## config.mk

```make
export PLATFORM = sky130hd
export DESIGN_NAME = kill_sequencer
export DESIGN_NICKNAME = d
export VERILOG_FILES = /design/src/rtl/kill_sequencer.sv
export SDC_FILE = /design/constraint.sdc
export NUM_CORES = 1
export LEC_CHECK = 0
export CAP_MARGIN = 20
export CORE_AREA = 2 2 44 46
export CTS_CLUSTER_DIAMETER = 50
export DETAILED_ROUTE_END_ITERATION = 16
export DIE_AREA = 0 0 46 48
export GPL_ROUTABILITY_DRIVEN = 0
export HOLD_SLACK_MARGIN = 0.15
export PLACE_DENSITY = 0.83
export SLEW_MARGIN = 10
export SYNTH_ARGS = -nofsm -noshare
export SYNTH_HDL_FRONTEND = slang
export SYNTH_SLANG_ARGS = --single-unit
```

## constraint.sdc

```tcl
create_clock -name clk -period 14.3 [get_ports clk]
set_input_delay 1.43 -clock clk [delete_from_list [all_inputs] [get_ports clk]]
set_output_delay 1.43 -clock clk [all_outputs]
set_load 0.01 [all_outputs]
```

## src/rtl/kill_sequencer.sv

```systemverilog
// kill_sequencer: gathers simultaneous per-enemy kill strobes and replays them
// to the scoreboard as a one-pulse-per-clock `killed` stream.
module kill_sequencer #(
   parameter int unsigned N_ENEMIES = 8,
   parameter int unsigned PEND_W    = 5,
   parameter int unsigned EDGE      = 1
) (
   input  logic                 clk,
   input  logic                 reset,
   input  logic                 clear,
   input  logic                 enable,
   input  logic [N_ENEMIES-1:0] hit,
   output logic                 killed,
   output logic [PEND_W-1:0]    pending,
   output logic                 dropped
);

   localparam int unsigned CNT_W = $clog2(N_ENEMIES + 1);
   localparam int unsigned TOT_W = PEND_W + CNT_W;
   localparam logic [TOT_W-1:0] PEND_MAX = {{CNT_W{1'b0}}, {PEND_W{1'b1}}};

   logic [N_ENEMIES-1:0] hit_q;
   logic [N_ENEMIES-1:0] hit_new;
   logic [CNT_W-1:0]     n_new;
   logic [TOT_W-1:0]     total;
   logic [TOT_W-1:0]     rem;
   logic                 issue;
   logic                 sat;

   // Qualify hits: rising edges only, or every high cycle in level mode
   always_comb begin
      hit_new = (EDGE != 0) ? (hit & ~hit_q) : hit;
   end

   // Count newly qualified kills this cycle
   always_comb begin
      n_new = '0;
      for (int i = 0; i < int'(N_ENEMIES); i++) begin
         n_new = n_new + CNT_W'(hit_new[i]);
      end
   end

   // Queue arithmetic at full width so the sum never wraps before saturation
   always_comb begin
      total = TOT_W'(pending) + TOT_W'(n_new);
      issue = enable & (total != '0);
      rem   = total - TOT_W'(issue);
      sat   = (rem > PEND_MAX);
   end

   // Hit history always tracks the input, even through clear
   always_ff @(posedge clk or negedge reset) begin
      if (!reset) begin
         hit_q <= '0;
      end else begin
         hit_q <= hit;
      end
   end

   // Pending counter, issued strobe and sticky overflow flag
   always_ff @(posedge clk or negedge reset) begin
      if (!reset) begin
         killed  <= 1'b0;
         pending <= '0;
         dropped <= 1'b0;
      end else if (clear) begin
         killed  <= 1'b0;
         pending <= '0;
         dropped <= 1'b0;
      end else begin
         killed <= issue;
         if (sat) begin
            pending <= PEND_W'(PEND_MAX);
            dropped <= 1'b1;
         end else begin
            pending <= PEND_W'(rem);
         end
      end
   end

endmodule

```

# Yosys cells after proc, flatten, opt, wreduce, memory -nomap -nowiden
# Index checks and enable logic that the tools add are counted.
# W data, S select, Z words.
# classes
addsub	9
n_lt_le_gt_ge	1
mux	5
bitwise_logic	3
n_reduce_logical	2
# op_table
operator	count
$add A4 B1 Y4	4
$mux W5	2
$gt A9 B5 Y1 const B	1
$reduce_bool A9 Y1	1
$and A8 B8 Y8	1
$not A8 Y8	1
$sub A6 B1 Y7	1
$add A5 B4 Y6	1
$add A3 B1 Y4	1
$add A2 B1 Y3	1
$mux W1	3
$add A1 B1 Y2	1
$reduce_bool A2 Y1	1
$and A1 B1 Y1	1
# word_totals
register_bits	15
input_bits	12
out_inout_bits	7
wordCells	24

# Logic depth before layout (Yosys ltp)
# depth
depth_word	16
mapped_depth	17
ltp_nobuf	17

# Worst setup path before layout
# Ideal clock, no wire load.
# synth_path
kind	input to register
from	input hit[0]
to	register dropped
setup_ns	0.133
arrival_time_ns	5.706
required_time_ns	14.167
path_slack_ns	8.461
path_stages	17
path_buffers	0
path_cell_list	nor2b_1 fa_1 inv_1 fa_1 inv_1 fa_1 fa_1 fa_1 a21o_1 a211oi_2 o211ai_2 o31a_1 ha_1 ha_1 o21ai_0 a2bb2oi_2 o21ai_0
# synth_via
elab_chain_cells	14
# synth_rtl
item	line	source
start, declared	12	input logic [N_ENEMIES-1:0] hit,
$and A8 B8 Y8 *	32	hit_new = (EDGE != 0) ? (hit & ~hit_q) : hit;
$add A1 B1 Y2 *	39	n_new = n_new + CNT_W'(hit_new[i]);
$add A2 B1 Y3 *	39	
$add A3 B1 Y4 *	39	
$add A4 B1 Y4 * (4 in series)	39	
$add A5 B4 Y6 *	45	total = TOT_W'(pending) + TOT_W'(n_new);
$reduce_bool A9 Y1	46	issue = enable & (total != '0);
$and A1 B1 Y1	46	
$sub A6 B1 Y7 *	47	rem = total - TOT_W'(issue);
$gt A9 B5 Y1 *	48	sat = (rem > PEND_MAX);
$reduce_bool A2 Y1 (no source line) *	-	
end signal, assigned	65	dropped <= 1'b0;
end signal, assigned	69	dropped <= 1'b0;
end signal, assigned	74	dropped <= 1'b1;
end, declared	15	output logic dropped
# Every way passes the cells marked *; elsewhere a longest branch is shown, timed or not.
# A chain may end at the register's enable or synchronous reset.

# Final worst setup path
# layout_path
from	input hit[0]
to	register pending[0]
# layout_via
elab_chain_cells	15
# layout_rtl
item	line	source
$and A8 B8 Y8 *	32	
$add A1 B1 Y2 *	39	
$add A2 B1 Y3 *	39	
$add A3 B1 Y4 *	39	
$add A4 B1 Y4 * (4 in series)	39	
$add A5 B4 Y6 *	45	
$reduce_bool A9 Y1	46	
$and A1 B1 Y1	46	
$sub A6 B1 Y7 *	47	
$gt A9 B5 Y1	48	
$mux W5 *	72	if (sat) begin
$mux W5 *	66	end else if (clear) begin
end signal, assigned	73	pending <= PEND_W'(PEND_MAX);
end signal, assigned	76	pending <= PEND_W'(rem);
end, declared	14	output logic [PEND_W-1:0] pending,
# Marked as above.

==> run_results.csv <==
group,metric,value,unit
run_status,status,"finished, final reports clean",
cts,cts_hold_buffers,0,
finish,final_layout_size_suffix_gt1_share,10.6,%
finish,fin_util,65.3,%
sta,fin_skew,0.00375,ns
cts,clkTransAtPathRegs,0.09,ns
routing,initialDrtViolationCount,7,
sta,finalHoldViolCount,0,
routing,antenna_left,0,
critical_path,start_kind,"input pin",
floorplanning,core,1690,sq um
placed_design,place_area,1070,sq um
critical_path,path_common_cell,"fa_1",
routing,wl_per_cell,13.4,um
critical_path,crit_slowest_cell,"fa_1",
finish,fin_nets,120,
routing,top_layer_used,"met4",
cts,cts_buffer_depth,2,
global_routing,grt_pass1_vias,618,
routing,wl_met3,40,um
synthesis,synth.distinct_cells,25,
synthesis,synth_top_family_by_area,"adder cells",
synthesis,yosysWarnings,0,
global_routing,grt_antenna_before_repair,0,
cts,clockRootBuffer,"clkbuf_4",
synthesis,ys_seq_elements,15,
sta,setup_violations,0,
routing,wl,1.49,mm
synthesis,synth_top_area_cell,"dfrtp_1",
critical_path,slowest_delay,0.52,ns
synthesis,synth-adder-area-share,22.9,%
finish,antennaDiodeCount,0,
power_and_ir_drop,leakagePower,0.530,nW
power_and_ir_drop,power_density,188,nW/um^2
synthesis,synth_seq_area_share,43.0,%
routing,via_per_inst,5.48,
sta,max_freq,0.161,GHz
cts,cts_made_buffers,3,
routing,vias,608,
floorplanning,boundaryPins,19,
routing,first_pass_iters,4,
synthesis,syn-num-nets,97,
global_routing,track_usage,17.1,%
sta,fin_crit_sh,43.5,%
synthesis,synth_area_leaders,"dfrtp_1, fa_1, ha_1, nor2b_1, o21ai_0",
cts,cts_sinks,15,
global_routing,grt.overflow.total,0,
run,drv_cap,0,
synthesis,avgSynthCellArea,12.1,sq um
sta,whs,0.564,ns
sta,worst_pin_slew,0.662,ns
synthesis,synth-simple-area-share,9.74,%
floorplanning,fp.dieW,46,um
critical_path,cp_cell_sequence,"clkdlybuf4s50_1 -> nor2b_1 -> fa_1 -> inv_1 -> fa_1 -> inv_1 -> fa_1 -> fa_1 -> fa_1 -> a21o_1 -> a211oi_2 -> o211ai_2 -> o31a_1 -> ha_1 -> ha_1 -> o21ai_0 -> a2bb2oi_2 -> o21ai_0",
global_routing,grt_pass1_wl,2.53,mm
synthesis,synth_xor_area_share,5.01,%
finish,fin_area,1100,sq um
synthesis,synth_compound_area_share,16.3,%
synthesis,muxShareOfSynthArea,0,%
routing,drc,0,
placed_design,hpwlAfterDp,1.18,mm
floorplanning,start_util,51.7,%
routing,wl_met2,731,um
critical_path,arrival,6.39,ns
synthesis,synthCells,72,
critical_path,crit_type,"input pin to flip-flop",
sta,slew_violations,0,
placed_design,dp_slack,7.73,ns
synthesis,synth.top_cell.area_share,43.0,%
floorplanning,num_rows,15,
power_and_ir_drop,vdd_drop_max,140,uV
cts,cts_resized,0,
critical_path,crit_fanout,6,
sta,finalSetupTns,0,ns
critical_path,endpoint_kind,"flip-flop",
critical_path,critical_path.top_delay_family,"adder cells",
sta,rsz0062_at_grt,"false",
worst_hold_path,holdCritPathClass,"flip-flop to flip-flop",
synthesis,syn_area,873,sq um
global_routing,grt_max_degree,16,
floorplanning,die_area,2210,sq um
floorplanning,die_y,48,um
critical_path,cp_num_buf_inv,3,
cts,clk_latency,0.29,ns
sta,slew_headroom,55.7,%
sta,period_minus_slack,6.22,ns
finish,syn_to_final_growth,26.2,%
placed_design,io_buffers,18,
cts,postCtsSetupBuffers,0,
cts,cts_tree,"done",
sta,final.setup.worst_slack,8.08,ns
cts,h-tree-depth,1,
critical_path,required,14.46,ns
routing,wl_met1,681,um
## cell usage in the layout (no fill, tap or decap), types with 2 or more instances in the layout
master	Yosys	final
fa_1	5	5
xnor2_1	3	3
ha_1	8	8
clkdlybuf4s50_1	0	18
xor2_1	2	2
nand2b_1	2	2
clkbuf_4	0	3
nor2b_1	7	7
dfrtp_1	15	15
o21ai_0	7	7
inv_1	7	7
## cells by family after synthesis
logic type,count (synthesis)
DFF,15
buffers and inverters,7
and+or+nand+nor,14
adders and majority gates,13
xor gates and xnor gates,5
AOI/OAI and AO/OA,18
## sequential cells by signal (all words and copies together) (netlist names)
name	count
killed	1
hit_q	8
pending	5
dropped	1
## final timing paths
| check | start | end | slack (ns) | cells past startpoint |
|---|---|---|---|---|
| min | dropped | dropped | 0.56 | 2 |
| max reg2reg | pending[0] | pending[0] | 9.33 | 16 |
| min reg2reg | dropped | dropped | 0.56 | 2 |
| max in group asynchronous | reset | pending[3] | 12.34 | 1 |
| max | hit[0] | pending[0] | 8.08 | 18 |
| min in group asynchronous | reset | hit_q[7] | 1.54 | 1 |
## stage by stage
| step | cells | power [mW] |
|---|---|---|
| after global routing | 111 | 0.229 |
| after detailed placement | 107 | 0.182 |
| final | 111 | 0.207 |
| after CTS | 111 | 0.209 |
| after floorplan | 72 | 0.146 |
| after global placement | 107 | 0.180 |
## worst min-delay path: cells and delay by family (launching register included)
family | cells | cell delay [ns]
flip-flops | 1 | 0.40
AO/OA/AOI/OAI | 1 | 0.07
buffers and inverters | 1 | 0.05
## report_power, final
group	internal [mW]	total [mW]	switching, mW
clock	0.0104	0.0243	0.0139
combinational	0.0616	0.126	0.0649
sequential	0.0516	0.0564	0.00482
total	0.124	0.207	0.0836
## cell type report
cell class              count  area [sq um]
flip-flops and latches     15           375
fillers                   139           587
clock buffers               3          22.5
well taps                  17          21.3
clock inverters             1          5.00
inverters                   7          26.3
repair buffers             18           180
multi-input cells          50           472
## synth_stat cells, drive strengths merged
master and count:
and2 1, a21oi 1, xnor2 3, o211ai 2
a21o 2, nor2b 7, a21boi 1, o31a 1
dfrtp 15, inv 7, o211a 1, ha 8
nand2b 2, fa 5, nor2 1, o21ai 7
o2111ai 1, a2bb2oi 1, nand2 1, and3b 1
a211oi 1, nand3 1, xor2 2
## per-layer routing
layer,up-vias,GRT usage (%)
met5,-,0
met2,16,31.1
met1,292,18.2
li1,295,-
met3,5,3.40
met4,0,10.3
(Power assumes the default switching activity.)
